### src/rtl/aclk_pkg.sv
// Shared types and constants for the aclock time/alarm setter:
// setter state and field enums, BCD limits, digit widths and the
// BCD increment helpers used on the edit buffer.
package aclk_pkg;

  localparam int HOUR_MAX = 23;
  localparam int MIN_MAX  = 59;
  localparam int H1_W     = 2;
  localparam int DIGIT_W  = 4;

  localparam logic [H1_W-1:0]    HOUR_TENS_MAX    = H1_W'(HOUR_MAX / 10);
  localparam logic [DIGIT_W-1:0] HOUR_ONES_AT_MAX = DIGIT_W'(HOUR_MAX % 10);
  localparam logic [DIGIT_W-1:0] MIN_TENS_MAX     = DIGIT_W'(MIN_MAX / 10);
  localparam logic [DIGIT_W-1:0] ONES_MAX         = DIGIT_W'(MIN_MAX % 10);

  typedef enum logic [1:0] {
    ST_IDLE      = 2'd0,
    ST_EDIT_HOUR = 2'd1,
    ST_EDIT_MIN  = 2'd2,
    ST_COMMIT    = 2'd3
  } setter_state_e;

  typedef enum logic {
    FIELD_HOUR = 1'b0,
    FIELD_MIN  = 1'b1
  } field_e;

  typedef struct packed {
    logic [H1_W-1:0]    h1;
    logic [DIGIT_W-1:0] h0;
    logic [DIGIT_W-1:0] m1;
    logic [DIGIT_W-1:0] m0;
  } bcd_time_t;

  // Hour +1 in BCD, 23 wraps to 00; minutes untouched.
  function automatic bcd_time_t inc_hour(input bcd_time_t t);
    bcd_time_t r;
    r = t;
    if (t.h1 == HOUR_TENS_MAX && t.h0 == HOUR_ONES_AT_MAX) begin
      r.h1 = '0;
      r.h0 = '0;
    end else if (t.h0 == ONES_MAX) begin
      r.h1 = t.h1 + 1'b1;
      r.h0 = '0;
    end else begin
      r.h0 = t.h0 + 1'b1;
    end
    return r;
  endfunction

  // Minute +1 in BCD, 59 wraps to 00; hours untouched (no carry out).
  function automatic bcd_time_t inc_min(input bcd_time_t t);
    bcd_time_t r;
    r = t;
    if (t.m0 == ONES_MAX) begin
      r.m0 = '0;
      r.m1 = (t.m1 == MIN_TENS_MAX) ? '0 : t.m1 + 1'b1;
    end else begin
      r.m0 = t.m0 + 1'b1;
    end
    return r;
  endfunction

endpackage

### src/rtl/aclk_btn_edge.sv
// Rising-edge detector for one debounced button. The previous level is
// registered; pulse is high in the cycle the button is first seen high.
// With REPEAT_EN set and en high, a button held HOLD_CYCLES edges after
// its rise gives one extra pulse, then one every REPEAT_CYCLES while held.
module aclk_btn_edge #(
  parameter bit REPEAT_EN     = 1'b0,
  parameter int HOLD_CYCLES   = 50,
  parameter int REPEAT_CYCLES = 10
) (
  input  logic clk,
  input  logic reset,
  input  logic btn,
  input  logic en,
  output logic pulse
);

  localparam int CNT_W = 16;
  localparam logic [CNT_W-1:0] HOLD_CNT   = CNT_W'(HOLD_CYCLES);
  // Reloading here makes the next compare hit exactly REPEAT_CYCLES later.
  localparam logic [CNT_W-1:0] RELOAD_CNT = CNT_W'(HOLD_CYCLES - REPEAT_CYCLES + 1);

  logic             prev;
  logic [CNT_W-1:0] hold_cnt;
  logic             rise;
  logic             repeat_fire;

  assign rise        = btn & ~prev;
  assign repeat_fire = REPEAT_EN && en && btn && prev && (hold_cnt == HOLD_CNT);
  assign pulse       = rise | repeat_fire;

  // Track the previous level and count consecutive held cycles.
  always_ff @(posedge clk) begin
    if (reset) begin
      prev     <= 1'b0;
      hold_cnt <= '0;
    end else begin
      prev <= btn;
      if (!REPEAT_EN || !en || !btn) begin
        hold_cnt <= '0;
      end else if (repeat_fire) begin
        hold_cnt <= RELOAD_CNT;
      end else begin
        hold_cnt <= hold_cnt + 1'b1;
      end
    end
  end

endmodule

### src/rtl/aclk_time_setter.sv
// Button-driven time/alarm setter for the aclock core. SET enters the
// hour edit, then the minute edit, then commits with a one-cycle
// LD_time or LD_alarm strobe; INC bumps the active field in BCD.
// Optional feature macro: AUTO_REPEAT_EN (INC auto-repeat while held).
module aclk_time_setter #(
  parameter int TIMEOUT_CYCLES = 1000,
  parameter int HOLD_CYCLES    = 50,
  parameter int REPEAT_CYCLES  = 10
) (
  input  logic       clk,
  input  logic       reset,
  input  logic       btn_set,
  input  logic       btn_inc,
  input  logic       btn_alarm,
  input  logic [1:0] H_out1,
  input  logic [3:0] H_out0,
  input  logic [3:0] M_out1,
  input  logic [3:0] M_out0,
  output logic [1:0] H_in1,
  output logic [3:0] H_in0,
  output logic [3:0] M_in1,
  output logic [3:0] M_in0,
  output logic       LD_time,
  output logic       LD_alarm,
  output logic       editing,
  output logic       field_sel,
  output logic       target_alarm
);
  import aclk_pkg::*;

`ifdef AUTO_REPEAT_EN
  localparam bit INC_REPEAT = 1'b1;
`else
  localparam bit INC_REPEAT = 1'b0;
`endif

  localparam int TMO_W = 16;
  // Timer value seen on the edge that completes TIMEOUT_CYCLES idle edges.
  localparam logic [TMO_W-1:0] TIMEOUT_LAST = TMO_W'(TIMEOUT_CYCLES - 1);

  setter_state_e    state;
  field_e           field;
  bcd_time_t        buffer;
  bcd_time_t        shadow;
  logic [TMO_W-1:0] idle_cnt;
  logic             set_pulse;
  logic             inc_pulse;
  logic             in_edit;

  assign in_edit = (state == ST_EDIT_HOUR) || (state == ST_EDIT_MIN);

  aclk_btn_edge #(
    .REPEAT_EN     (1'b0),
    .HOLD_CYCLES   (HOLD_CYCLES),
    .REPEAT_CYCLES (REPEAT_CYCLES)
  ) u_set_edge (
    .clk   (clk),
    .reset (reset),
    .btn   (btn_set),
    .en    (1'b0),
    .pulse (set_pulse)
  );

  aclk_btn_edge #(
    .REPEAT_EN     (INC_REPEAT),
    .HOLD_CYCLES   (HOLD_CYCLES),
    .REPEAT_CYCLES (REPEAT_CYCLES)
  ) u_inc_edge (
    .clk   (clk),
    .reset (reset),
    .btn   (btn_inc),
    .en    (in_edit),
    .pulse (inc_pulse)
  );

  // Load digits are the edit buffer itself, so they stay stable around
  // the strobe and keep the committed value while idle.
  assign H_in1     = buffer.h1;
  assign H_in0     = buffer.h0;
  assign M_in1     = buffer.m1;
  assign M_in0     = buffer.m0;
  assign field_sel = field;

  // Setter FSM: SET takes priority over INC in the same cycle; any button
  // event in an edit state restarts the abandon timer.
  always_ff @(posedge clk) begin
    if (reset) begin
      state        <= ST_IDLE;
      field        <= FIELD_HOUR;
      buffer       <= '0;
      shadow       <= '0;
      idle_cnt     <= '0;
      editing      <= 1'b0;
      target_alarm <= 1'b0;
      LD_time      <= 1'b0;
      LD_alarm     <= 1'b0;
    end else begin
      LD_time  <= 1'b0;
      LD_alarm <= 1'b0;
      case (state)
        ST_IDLE: begin
          idle_cnt <= '0;
          if (set_pulse) begin
            state        <= ST_EDIT_HOUR;
            field        <= FIELD_HOUR;
            editing      <= 1'b1;
            target_alarm <= btn_alarm;
            buffer       <= btn_alarm ? shadow : {H_out1, H_out0, M_out1, M_out0};
          end
        end
        ST_EDIT_HOUR: begin
          if (set_pulse) begin
            state    <= ST_EDIT_MIN;
            field    <= FIELD_MIN;
            idle_cnt <= '0;
          end else if (inc_pulse) begin
            buffer   <= inc_hour(buffer);
            idle_cnt <= '0;
          end else if (idle_cnt == TIMEOUT_LAST) begin
            state    <= ST_IDLE;
            editing  <= 1'b0;
            idle_cnt <= '0;
          end else begin
            idle_cnt <= idle_cnt + 1'b1;
          end
        end
        ST_EDIT_MIN: begin
          if (set_pulse) begin
            state    <= ST_COMMIT;
            field    <= FIELD_HOUR;
            editing  <= 1'b0;
            idle_cnt <= '0;
            LD_time  <= ~target_alarm;
            LD_alarm <= target_alarm;
          end else if (inc_pulse) begin
            buffer   <= inc_min(buffer);
            idle_cnt <= '0;
          end else if (idle_cnt == TIMEOUT_LAST) begin
            state    <= ST_IDLE;
            field    <= FIELD_HOUR;
            editing  <= 1'b0;
            idle_cnt <= '0;
          end else begin
            idle_cnt <= idle_cnt + 1'b1;
          end
        end
        ST_COMMIT: begin
          if (target_alarm) begin
            shadow <= buffer;
          end
          state <= ST_IDLE;
        end
        default: begin
          state <= ST_IDLE;
        end
      endcase
    end
  end

endmodule

### config.mk
export PLATFORM = sky130hd
export DESIGN_NAME = aclk_time_setter
export DESIGN_NICKNAME = d
export VERILOG_FILES = /design/src/rtl/aclk_pkg.sv /design/src/rtl/aclk_btn_edge.sv /design/src/rtl/aclk_time_setter.sv
export SDC_FILE = /design/constraint.sdc
export NUM_CORES = 1
export LEC_CHECK = 0
export CAP_MARGIN = 20
export CORE_MARGIN = 5
export CORE_UTILIZATION = 45
export CTS_BUF_LIST = sky130_fd_sc_hd__clkbuf_2 sky130_fd_sc_hd__clkbuf_4 sky130_fd_sc_hd__clkbuf_8
export CTS_CLUSTER_DIAMETER = 150
export DETAILED_ROUTE_END_ITERATION = 10
export PLACE_DENSITY = 0.65
export SYNTH_ARGS = -nofsm -noshare
export SYNTH_HDL_FRONTEND = slang
export SYNTH_SLANG_ARGS = --single-unit
### constraint.sdc
create_clock -name clk -period 2.17 [get_ports clk]
set_input_delay 0.5425 -clock clk [delete_from_list [all_inputs] [get_ports clk]]
set_output_delay 0.5425 -clock clk [all_outputs]
set_load 0.01 [all_outputs]
==> flow_metrics.py <==
metrics = {
    "detailed_routing": {
        "num_vias": 3192,
        "totalWireLength_um": 8730,
        "drc": 0,
        "ant_nets": 0,
        "vias_per_cell": 5.80,
        "wl_per_cell_um": 15.9,
        "drt_pass1_iterations": 5,
        "drt_iter0_markers": 249,
    },
    "synthesis": {
        "ys_seq_area_share_pct": 33.5,
        "avgSynthCellArea_sq_um": 8.04,
        "ys_warn_count": 0,
        "async_flop_share_pct": 0,
        "yosys_register_bits": 53,
        "netlist_area_sq_mm": 0.00317,
        "synthFlopType": "dfxtp_1",
        "synth_cells": 394,
        "synth_nets": 426,
        "synth_cell_types": 54,
        "synth-edff-count": 0,
    },
    "place": {
        "place.gp.congestion": 0.875,
        "placed_area_sq_mm": 0.00382,
        "pre_cts_slack_ps": -58.3,
        "portBuffers": 37,
        "dp_hpwl_um": 6170,
    },
    "finish": {
        "design.final.nets": 485,
        "drive_above_1_share_pct": 13.4,
        "diodes": 0,
        "area_growth_pct": 26.3,
        "fin_area_sq_mm": 0.00400,
    },
    "worst_setup_path": {
        "critPathKind": "register to register",
        "end_kind": "register",
        "r2r_slack_ps": 140,
        "start_kind": "register",
        "crit_path_cell_trace": "or4_1 > or4_4 > buf_4 > a32oi_2 > a21oi_1",
        "crit_buf_inv": 1,
        "worst_ep_arrival_time_ps": 2230,
        "critPathMaxStageDelay_ps": 640,
        "cp_max_fo": 14,
        "crit_family": "simple AND/OR/NAND/NOR gates",
        "crit_path_top_delay_cell": "or4_4",
        "worstPathRequired_ps": 2370,
    },
    "floorplanning": {
        "die-area_sq_mm": 0.00882,
        "pin_count": 38,
        "die_h_um": 93.9,
        "rows": 30,
        "start_util_pct": 46.4,
        "die_x_um": 93.9,
        "core_sq_mm": 0.00683,
    },
    "cts": {
        "root_buffer": "clkbuf_8",
        "cts_tree": "built",
        "clock-sinks": 53,
        "h-tree-depth": 2,
        "clock_path_buffers": 2,
        "cts_buffers": 5,
        "clk_latency_ps": 320,
        "clkTransAtPathRegs_ps": 110,
    },
    "pwr": {
        "cellPowerDensity_mw_per_mm2": 543,
        "irDropWorstVdd_uv": 321,
        "total_power_uw": 2170,
        "p_leak_uw": 0.00138,
    },
    "timing": {
        "slew_headroom_pct": 64.0,
        "setup_violations": 0,
        "fin_crit_sh_pct": 93.4,
        "setup_ws_ps": 143,
        "fin_worst_skew_ps": 12.6,
        "fmax_mhz": 493,
        "slew_violations": 0,
        "rsz0062_at_grt": "false",
        "period_needed_ps": 2030,
        "tns_ps": 0,
        "worst_slew_pin_slew_ps": 538,
        "hold_violations": 0,
    },
    "global_routing": {
        "grt_pass1_wl_um": 14800,
        "grt_max_degree": 26,
        "antenna_found_initial": 0,
        "grt_pass1_vias": 3089,
        "grt_util_all_layers_pct": 20.6,
        "overflow": 0,
    },
    "run_status": {
        "status": "finished, final reports clean",
    },
    "min_path": {
        "hp-class": "register to register",
    },
    "run": {
        "drv_cap": 0,
    },
}
## path summary, 6_finish.rpt
| path | depth (start not counted) | from | end |
|---|---|---|---|
| worst max-delay path | 5 | idle_cnt[11] | idle_cnt[8] |
| worst min-delay path | 2 | shadow[3] | shadow[3] |
| worst max register to register | 5 | idle_cnt[11] | idle_cnt[8] |
| worst min register to register | 2 | shadow[3] | shadow[3] |
## placed cells by master, fill, tap and decap left out, types with 2 or more instances in the layout
master | synthesis | layout
a211oi_1 | 3 | 3
a21oi_1 | 29 | 29
a31oi_1 | 5 | 5
and3b_1 | 4 | 4
and4_1 | 2 | 2
buf_4 | 0 | 40
clkbuf_8 | 0 | 6
clkdlybuf4s50_1 | 0 | 36
clkinv_1 | 2 | 2
dfxtp_1 | 53 | 51
dfxtp_2 | 0 | 2
ha_1 | 13 | 12
inv_1 | 14 | 13
mux2i_1 | 18 | 18
nand2_1 | 60 | 59
nand2b_1 | 3 | 3
nand3_1 | 22 | 22
nand3b_1 | 8 | 8
nand4_1 | 13 | 13
nand4b_1 | 3 | 3
nand4bb_1 | 2 | 2
nor2_1 | 17 | 17
nor2b_1 | 7 | 7
nor3_1 | 14 | 13
nor3b_1 | 2 | 2
nor4_1 | 11 | 10
nor4bb_1 | 2 | 2
o211ai_1 | 8 | 8
o21ai_0 | 5 | 5
o221ai_1 | 4 | 4
o22ai_1 | 2 | 2
o311ai_1 | 4 | 4
o31ai_1 | 4 | 4
o32ai_1 | 11 | 11
or3_1 | 4 | 4
or4_1 | 2 | 2
## per-stage QoR
stage	hold slack, ps	util (%)	cells
6_report	457	58.6	550
3_5_place_dp	449	55.9	540
2_1_floorplan	436	-	394
5_1_grt	479	58.6	550
3_3_place_gp	442	55.9	540
4_1_cts	461	57.7	548
## layout make-up
class                      count  area [sq um]
clock buffer                   7          90.1
clock inverter                 1          30.0
fill                         653          2830
inverter                      16          63.8
multi-input combinational    299          1960
sequential                    53          1060
tap                           96           120
timing repair buffer          78           677
## timing repair
item                                    4_1_cts  5_1_grt
resized for setup                             0        9
hold buffers                                  0        0
buffers inserted                              0        1
endpoints found under the setup margin        0       20
## registers in the layout (all words and copies together) (netlist names)
name / cells
H_in0: 4
H_in1: 2
LD_alarm: 1
LD_time: 1
M_in0: 4
M_in1: 4
editing: 1
field_sel: 1
idle_cnt: 16
shadow: 14
state: 2
target_alarm: 1
u_inc_edge.prev: 1
u_set_edge.prev: 1
## cell usage after synthesis, drive strengths merged, types with 5 or more instances
| cell type | number | area (sq um) |
|---|---|---|
| mux2i | 18 | 180 |
| o211ai | 9 | 72.6 |
| a21oi | 29 | 145 |
| nor2 | 17 | 63.8 |
| nand3 | 22 | 110 |
| nand2 | 60 | 225 |
| ha | 13 | 163 |
| dfxtp | 53 | 1060 |
| o32ai | 11 | 96.3 |
| nand4 | 13 | 81.3 |
| inv | 14 | 52.6 |
| nor4 | 11 | 68.8 |
| nor2b | 7 | 43.8 |
| nand3b | 8 | 60.1 |
| buf | 7 | 53.8 |
| o21ai | 5 | 25.0 |
| nor3 | 14 | 70.1 |
| clkbuf | 19 | 71.3 |
| a31oi | 5 | 31.3 |
## per-layer routing
layer  share of wire (%)  vias up  wire length [um]  GRT usage [%]
li1                    -     1595                 -              -
met4                0.99        0                86           5.17
met2                  45      109              3910           32.8
met5                   0        -                 0              0
met3                 5.6        7               490           3.69
met1                  49     1481              4240           28.7
## kinds of logic after synthesis
logic type	after synthesis	share of synthesized area, %
mux	18	5.69
buf+inv	42	5.85
flops	53	33.5
compound gates	86	19.2
simple gates	182	30.7
fa+ha+maj	13	5.14
## power breakdown
part | switching, uW | internal (uW)
registers | 41.4 | 1000
logic | 199 | 198
clock network | 345 | 390
## tightest hold or removal path, stage by stage (launching register included)
cell and delay (ps):
dfxtp_1 320, nand2_1 50, a21oi_1 50
Power figures use the tool's default switching activity.
